===== src/rtl/uart_tx_if.sv =====
// Write-side handshake bundle for the UART transmit engine.
interface uart_tx_if #(
    parameter int unsigned DATA_W = 8
);
    logic [DATA_W-1:0] din;
    logic              din_vld;
    logic              din_rdy;

    modport master (output din, output din_vld, input din_rdy);
    modport slave  (input din, input din_vld, output din_rdy);
endinterface


===== src/rtl/uart_tx_engine.sv =====
// UART transmit path: write FIFO, frame formatter and LSB-first serialiser paced by bclk.
// Optional macro UART_TX_CTS_EN adds the active-low cts_n flow-control input.
module uart_tx_engine #(
    parameter  int unsigned DATA_W     = 8,
    parameter  int unsigned FIFO_DEPTH = 16,
    parameter  int unsigned STOP_BITS  = 1,
    localparam int unsigned LVL_W      = $clog2(FIFO_DEPTH) + 1
) (
    input  logic             clk,
    input  logic             rst,
    input  logic             bclk,
    uart_tx_if.slave         wr,
    input  logic [1:0]       parity_mode,
`ifdef UART_TX_CTS_EN
    input  logic             cts_n,
`endif
    output logic             tx,
    output logic             tx_busy,
    output logic [LVL_W-1:0] fifo_level,
    output logic             ovf
);
    localparam int unsigned AW = $clog2(FIFO_DEPTH);
    localparam int unsigned CW = $clog2(DATA_W);

    typedef enum logic [2:0] {IDLE, ARM, START, DATA, PARITY, STOP} state_t;

    state_t            state;
    logic [DATA_W-1:0] mem [FIFO_DEPTH];
    logic [AW-1:0]     wr_ptr;
    logic [AW-1:0]     rd_ptr;
    logic [LVL_W-1:0]  level_next;
    logic [DATA_W-1:0] head;
    logic [DATA_W-1:0] shreg;
    logic [CW-1:0]     bit_cnt;
    logic              stop_cnt;
    logic              par_en;
    logic              par_bit;
    logic              wr_c;
    logic              pop_c;
    logic              last_stop_c;
    logic              to_idle_c;
    logic              cts_ok_c;

`ifdef UART_TX_CTS_EN
    assign cts_ok_c = !cts_n;
`else
    assign cts_ok_c = 1'b1;
`endif

    // Handshake, pop and occupancy decisions for this cycle.
    always_comb begin
        head        = mem[rd_ptr];
        wr_c        = wr.din_vld && wr.din_rdy;
        last_stop_c = (state == STOP) && bclk && (stop_cnt == 1'(STOP_BITS - 1));
        pop_c       = (fifo_level != '0) && ((state == IDLE) || last_stop_c);
        to_idle_c   = last_stop_c && (fifo_level == '0);
        level_next  = fifo_level + LVL_W'(wr_c) - LVL_W'(pop_c);
    end

    always_ff @(posedge clk) begin
        if (!rst && wr_c) begin
            mem[wr_ptr] <= wr.din;
        end
    end

    // din_rdy is registered from the next level, so a same-cycle pop never frees a full slot.
    always_ff @(posedge clk) begin
        if (rst) begin
            wr_ptr     <= '0;
            rd_ptr     <= '0;
            fifo_level <= '0;
            wr.din_rdy <= 1'b0;
            ovf        <= 1'b0;
        end else begin
            if (wr_c) begin
                wr_ptr <= wr_ptr + AW'(1);
            end
            if (pop_c) begin
                rd_ptr <= rd_ptr + AW'(1);
            end
            fifo_level <= level_next;
            wr.din_rdy <= (level_next != LVL_W'(FIFO_DEPTH));
            if (wr.din_vld && !wr.din_rdy) begin
                ovf <= 1'b1;
            end
        end
    end

    // Frame sequencer; parity mode and parity bit are captured at pop time.
    always_ff @(posedge clk) begin
        if (rst) begin
            state    <= IDLE;
            tx       <= 1'b1;
            tx_busy  <= 1'b0;
            shreg    <= '0;
            bit_cnt  <= '0;
            stop_cnt <= 1'b0;
            par_en   <= 1'b0;
            par_bit  <= 1'b0;
        end else begin
            tx_busy <= ((state != IDLE) && !to_idle_c) || pop_c || (level_next != '0);
            if (pop_c) begin
                shreg   <= head;
                par_en  <= ^parity_mode;
                par_bit <= (parity_mode == 2'b10) ? ~^head : ^head;
            end
            case (state)
                IDLE: begin
                    if (pop_c) begin
                        state <= ARM;
                    end
                end
                ARM: begin
                    if (bclk && cts_ok_c) begin
                        tx    <= 1'b0;
                        state <= START;
                    end
                end
                START: begin
                    if (bclk) begin
                        tx      <= shreg[0];
                        shreg   <= shreg >> 1;
                        bit_cnt <= '0;
                        state   <= DATA;
                    end
                end
                DATA: begin
                    if (bclk) begin
                        if (bit_cnt == CW'(DATA_W - 1)) begin
                            if (par_en) begin
                                tx    <= par_bit;
                                state <= PARITY;
                            end else begin
                                tx       <= 1'b1;
                                stop_cnt <= 1'b0;
                                state    <= STOP;
                            end
                        end else begin
                            tx      <= shreg[0];
                            shreg   <= shreg >> 1;
                            bit_cnt <= bit_cnt + CW'(1);
                        end
                    end
                end
                PARITY: begin
                    if (bclk) begin
                        tx       <= 1'b1;
                        stop_cnt <= 1'b0;
                        state    <= STOP;
                    end
                end
                STOP: begin
                    if (bclk) begin
                        if (!last_stop_c) begin
                            stop_cnt <= 1'b1;
                        end else if (pop_c) begin
                            // Back-to-back: the tick ending the stop period starts the next frame.
                            if (cts_ok_c) begin
                                tx    <= 1'b0;
                                state <= START;
                            end else begin
                                state <= ARM;
                            end
                        end else begin
                            state <= IDLE;
                        end
                    end
                end
                default: state <= IDLE;
            endcase
        end
    end
endmodule


===== src/flat_wrapper.sv =====
// flat-port wrapper written by rule: the top's interface ports become plain ports
module uart_tx_engine_flat 
#(
    parameter  int unsigned DATA_W     = 8,
    parameter  int unsigned FIFO_DEPTH = 16,
    parameter  int unsigned STOP_BITS  = 1,
    localparam int unsigned LVL_W      = $clog2(FIFO_DEPTH) + 1
)
  (clk, rst, bclk, parity_mode, tx, tx_busy, fifo_level, ovf, wr_din, wr_din_vld, wr_din_rdy);
  uart_tx_if #(.DATA_W(DATA_W)) wr_i ();
  input  logic clk;
  input  logic rst;
  input  logic bclk;
  input  logic [1:0] parity_mode;
  output logic tx;
  output logic tx_busy;
  output logic [LVL_W-1:0] fifo_level;
  output logic ovf;
  input wire logic [$bits(wr_i.din)-1:0] wr_din;
  input wire logic [$bits(wr_i.din_vld)-1:0] wr_din_vld;
  output wire logic [$bits(wr_i.din_rdy)-1:0] wr_din_rdy;
  assign wr_i.din = wr_din;
  assign wr_i.din_vld = wr_din_vld;
  assign wr_din_rdy = wr_i.din_rdy;
  uart_tx_engine #(.DATA_W(DATA_W), .FIFO_DEPTH(FIFO_DEPTH), .STOP_BITS(STOP_BITS)) u_core (.clk(clk), .rst(rst), .bclk(bclk), .wr(wr_i), .parity_mode(parity_mode), .tx(tx), .tx_busy(tx_busy), .fifo_level(fifo_level), .ovf(ovf));
endmodule

===== config.mk =====
export PLATFORM = sky130hd
export DESIGN_NAME = uart_tx_engine_flat
export DESIGN_NICKNAME = d
export VERILOG_FILES = /design/src/rtl/uart_tx_if.sv /design/src/rtl/uart_tx_engine.sv /design/src/flat_wrapper.sv
export SDC_FILE = /design/constraint.sdc
export NUM_CORES = 1
export LEC_CHECK = 0
export CAP_MARGIN = 20
export CORE_MARGIN = 5
export CORE_UTILIZATION = 46
export CTS_CLUSTER_DIAMETER = 60
export DETAILED_ROUTE_END_ITERATION = 10
export PLACE_DENSITY = 0.7
export SLEW_MARGIN = 20
export SYNTH_ARGS = -nofsm -noshare
export SYNTH_HDL_FRONTEND = slang
export SYNTH_SLANG_ARGS = --single-unit

===== constraint.sdc =====
create_clock -name clk -period 5.1 [get_ports clk]
set_clock_uncertainty 0.05 [all_clocks]
set_input_delay 1.02 -clock clk [delete_from_list [all_inputs] [get_ports clk]]
set_output_delay 1.02 -clock clk [all_outputs]
set_load 0.05 [all_outputs]

==> flow_metrics.tcl, run 1 <==
set metrics [dict create \
    fin_crit_sh 0.711 \
    syn_inst 451 \
    start_util 0.471 \
    drv_cap 0 \
    arrival_ns 3.84 \
    clockRootBuffer "clkbuf_16" \
    via_per_inst 5.52 \
    start_kind "input pin" \
    overflow 0 \
    hold_depth 2 \
    rsz0062_at_grt "no" \
    clkTransAtPathRegs_ns 0.06 \
    cts_made_buffers 17 \
    setup_tns_ns 0 \
    hpwl_um 8240 \
    end_kind "flop" \
    hp-class "reg2reg" \
    grt_usage 0.153 \
    ys_ff_latch 166 \
    remaining_drc_errors 0 \
    leakage_nw 2.73 \
    syn_to_final_growth_pct 14.7 \
    worst_pin_slew_ns 0.972 \
    antenna_found_initial 0 \
    ctsLongestPathBuffers 2 \
    cpMaxStageDelayCell "clkdlybuf4s50_1" \
    cts_tree "done" \
    num_rows 44 \
    io_buffers 22 \
    wl_per_cell_um 18.9 \
    avgSynthCellArea_um2 15.2 \
    clock_latency_ns 0.43 \
    cts_resized 0 \
    cts_num_sinks 166 \
    die_w_um 132 \
    drive_above_1_share 0.147 \
    fmax_mhz 276 \
    setup_viol 0 \
    fin_nets 507 \
    hold_ws_ns 0.406 \
    peakVddDrop_v 0.000319 \
    power.density_nw_per_um2 538 \
    synth_area_leaders "edfxtp_1, dfxtp_1, mux4_2" \
    grt_pass1_wl_um 20400 \
    grt_pass1_vias 3848 \
    synth_top_area_cell "edfxtp_1" \
    critPathKind "in2reg" \
    ys_warn_count 0 \
    hold_viol 0 \
    drt_iter0_markers 339 \
    ant_nets 0 \
    cts_setup_buffers 0 \
    dieHeight_um 132 \
    dr_total_vias 3728 \
    final_common_cell "edfxtp_1" \
    h-tree-depth 4 \
    period_minus_slack_ns 3.63 \
    drv_slew 0 \
    synth_area_um2 6870 \
    grt_max_degree 34 \
    hold_buffers 0 \
    routed_wl_um 12700 \
    path_cells "clkdlybuf4s50_1, nand4b_1, o21a_1, nor3_2, buf_4, ha_1, inv_1, ha_1, fa_1, a21oi_1, nor2_1, nor2_1, xnor2_1, a41oi_1" \
    seq_area_frac_synth 0.670 \
    die-area_um2 17500 \
    worstPathMaxFanout 17 \
    slowest_delay_ns 0.63 \
    syn-num-nets 480 \
    layout_common_cells "edfxtp_1, nor2_1, dfxtp_1" \
    relSlewSlack 0.350 \
    ioPinCount 23 \
    synth_top_area_frac 0.559 \
    outcome "finished, final reports clean" \
    core_um2 14600 \
    drt_first_pass_iters 6 \
    synth.distinct_cells 44 \
    gp_congestion 0.813 \
    diodes 0 \
    worstRegToRegCells 14 \
    worstPathRequired_ns 5.31 \
]
[cells by family after synthesis]
family                     after synthesis  synth area share
buffers and inverters                   41            0.0251
xor gates and xnor gates                17            0.0279
DFF                                    166             0.670
AOI/OAI and AO/OA                       54            0.0495
adders and majority gates               15            0.0284
muxes                                   57             0.134
and+or+nand+nor                        101            0.0648
[worst paths after layout]
kind	slack, ns	startpoint	end
max reg2reg	1.68	u_core.fifo_level[2]$_SDFF_PP0_	u_core.tx_busy$_SDFF_PP0_
min reg2reg	0.41	u_core.shreg[3]$_SDFF_PP0_	u_core.shreg[2]$_SDFF_PP0_
max	1.47	bclk	u_core.tx_busy$_SDFF_PP0_
min	0.41	u_core.shreg[3]$_SDFF_PP0_	u_core.shreg[2]$_SDFF_PP0_
[synthesized netlist by cell type (all sizes together)]
library cell	n
edfxtp	128
nor2	48
dfxtp	38
mux2i	28
mux4	28
nand2	26
a21oi	22
inv	19
clkbuf	16
ha	14
o21ai	10
xnor2	8
xor2	7
a221oi	6
buf	6
nor2b	6
nor3	6
a211oi	5
nand4	4
nand3	3
a22oi	2
and3	2
nand2b	2
or3	2
xnor3	2
a2111oi	1
a211o	1
a21o	1
a32oi	1
a41oi	1
fa	1
mux2	1
nand4b	1
nor4b	1
o211a	1
o211ai	1
o21a	1
o21bai	1
[stage by stage]
step | area [um2] | util | power [mW] | instances | setup slack (ns)
6_report | 7890 | 0.540 | 4.24 | 675 | 1.47
4_1_cts | 7890 | 0.540 | 4.29 | 675 | 1.48
5_1_grt | 7890 | 0.540 | 4.48 | 675 | 1.28
2_1_floorplan | 6870 | - | 2.69 | 451 | 1.26
3_5_place_dp | 7280 | 0.499 | 2.98 | 643 | 1.07
3_3_place_gp | 7280 | 0.499 | 2.93 | 643 | 1.15
[critical path: cells and delay by family]
family	cells	cell delay (ns)
and+or+nand+nor	4	0.45
xor gates and xnor gates	1	0.18
adders and majority gates	3	0.79
AOI/OAI and AO/OA	3	0.46
buffers and inverters	3	0.92
[state kept, by name, summed over array words and instances (netlist names), named ones only]
signal,count
u_core.par_en,1
u_core.shreg,8
u_core.par_bit,1
u_core.state,3
u_core.wr.din_rdy,1
u_core.mem,128
u_core.bit_cnt,3
u_core.wr_ptr,4
u_core.fifo_level,5
u_core.rd_ptr,4
u_core.ovf,1
u_core.stop_cnt,1
u_core.tx_busy,1
u_core.tx,1
[power by group]
group          total (mW)  switching, mW  internal, mW
Combinational        1.28          0.666         0.610
Sequential           1.67          0.123          1.55
Clock                1.30          0.519         0.777
Total                4.24           1.31          2.94
[cell type report]
class / instances / area [um2]
fill: 1162 / 6700
sequential: 166 / 4610
multi-input combinational: 244 / 2090
clock buffer: 19 / 433
timing repair buffer: 30 / 280
tap: 184 / 230
clock inverter: 13 / 170
inverter: 19 / 71.3
[routing by layer]
layer  track usage  up-vias  wire length [um]
met5             0        -                 0
met4        0.0554        0               252
met3        0.0496       22               780
met2         0.248      103              6290
met1         0.195     1841              5420
li1              -     1762                 -
(Power assumes the default switching activity.)
==> run 2, diff against run 1 <==
==> constraint.sdc (replaced) <==
create_clock -name clk -period 3.4 [get_ports clk]
set_clock_uncertainty 0.05 [all_clocks]
set_input_delay 0.68 -clock clk [delete_from_list [all_inputs] [get_ports clk]]
set_output_delay 0.68 -clock clk [all_outputs]
set_load 0.05 [all_outputs]
==> flow_metrics.tcl, run 2 (synthesis results as in run 1) <==
set metrics [dict create \
    outcome "finished, final reports clean" \
    multi_input_area_um2 2100 \
    fmax_mhz 349 \
    power.density_nw_per_um2 790 \
    hpwl_um 9280 \
    start_util 0.471 \
    worstPathRequired_ns 3.70 \
    gp_congestion 0.791 \
    drv_cap 0 \
    arrival_ns 3.16 \
    final_common_cell "edfxtp_1" \
    largest_register_ffs 128 \
    layout_setup_ws_ns 0.531 \
    worstPathMaxFanout 3 \
    cts_setup_buffers 0 \
    clock_latency_ns 0.43 \
    core_um2 14600 \
    place_ws_ns 0.165 \
    ant_nets 0 \
    start_kind "input pin" \
    drive_above_1_share 0.177 \
    die-area_um2 17500 \
    slowest_delay_ns 0.49 \
    num_rows 44 \
    rsz0062_at_grt "no" \
    via_per_inst 5.57 \
    worst_pin_slew_ns 0.660 \
    final_core_util 0.548 \
    io_buffers 22 \
    cts_resized 0 \
    dr_total_vias 3859 \
    setup_viol 0 \
    hp-class "reg2reg" \
    dieHeight_um 132 \
    diodes 0 \
    path_cells "clkdlybuf4s50_1, nand4b_1, o21a_1, nor3_4, ha_1, inv_1, ha_1, fa_1, a21oi_1, nor2_1, nor2_1, xnor2_1, inv_1, a21oi_1" \
    end_kind "flop" \
    grt_pass1_wl_um 21800 \
    drt_first_pass_iters 4 \
    fin_crit_sh 0.844 \
    overflow 0 \
    routed_wl_um 13600 \
    relSlewSlack 0.560 \
    ctsLongestPathBuffers 2 \
    n_fill_cell 1158 \
    period_minus_slack_ns 2.87 \
    fin_nets 525 \
    h-tree-depth 4 \
    cts_made_buffers 17 \
    top_register "u_core.mem" \
    clkTransAtPathRegs_ns 0.07 \
    cts_num_sinks 166 \
    cpMaxStageDelayCell "clkdlybuf4s50_1" \
    remaining_drc_errors 0 \
    antenna_found_initial 0 \
    grt_max_degree 33 \
    ioPinCount 23 \
    leakage_nw 2.82 \
    regArea_um2 4610 \
    syn_to_final_growth_pct 16.4 \
    critPathKind "in2reg" \
    setup_tns_ns 0 \
    clockRootBuffer "clkbuf_16" \
    layout_common_cells "edfxtp_1, nor2_1, dfxtp_1" \
    peakVddDrop_v 0.000490 \
    drt_iter0_markers 388 \
    top_regs "u_core.mem: 128 flops, u_core.shreg: 8 flops, u_core.fifo_level: 5 flops" \
    hold_viol 0 \
    hold_buffers 0 \
    die_w_um 132 \
    wl_per_cell_um 19.6 \
    cts_tree "done" \
    drv_slew 0 \
    grt_usage 0.163 \
    grt_pass1_vias 3881 \
]
-- run 2: final timing paths --
kind / slack, ns / cells after the start / start / to
worst max-delay path: 0.53 / 14 / bclk / u_core.wr.din_rdy$_SDFF_PP0_
worst min-delay path: 0.41 / 2 / u_core.shreg[4]$_SDFF_PP0_ / u_core.shreg[3]$_SDFF_PP0_
worst max register to register: 0.57 / 15 / u_core.fifo_level[2]$_SDFF_PP0_ / u_core.wr.din_rdy$_SDFF_PP0_
worst min register to register: 0.41 / 2 / u_core.shreg[4]$_SDFF_PP0_ / u_core.shreg[3]$_SDFF_PP0_
-- run 2: per-layer routing --
layer / up-vias / GRT usage / part of all wire
li1: 1796 / - / -
met4: 0 / 0.0600 / 0.014
met2: 97 / 0.262 / 0.50
met1: 1950 / 0.211 / 0.42
met3: 16 / 0.0485 / 0.059
met5: - / 0 / 0
-- run 2: area by class of cell --
class                           count  area share
Inverter                           19     0.00892
Clock buffer                       17      0.0532
Timing Repair Buffer               48      0.0520
Sequential cell                   166       0.576
Multi-Input combinational cell    244       0.263
Clock inverter                     15      0.0183
Tap cell                          184      0.0288
-- run 2: power by group --
part	leakage (nW)	internal (mW)	total (mW)	switching [mW]
clock	0.277	1.03	1.85	0.825
sequential	1.46	2.32	2.50	0.175
combinational	1.08	0.945	1.97	1.02
-- run 2: worst max-delay path: cells and delay by family --
family                     cells  cell delay [ns]
xor gates and xnor gates       1             0.17
buffers and inverters          3             0.60
adders and majority gates      3             0.76
AOI/OAI and AO/OA              3             0.50
and+or+nand+nor                4             0.46
-- run 2: stage by stage --
step                      hold WS [ns]  std cells  cell area (um2)  power, mW
after floorplan                  0.380        451             6880       4.04
after global placement           0.387        661             7420       4.45
after detailed placement         0.396        661             7420       4.51
after CTS                        0.412        693             8000       6.38
after global routing             0.439        693             8000       6.67
final                            0.413        693             8000       6.32
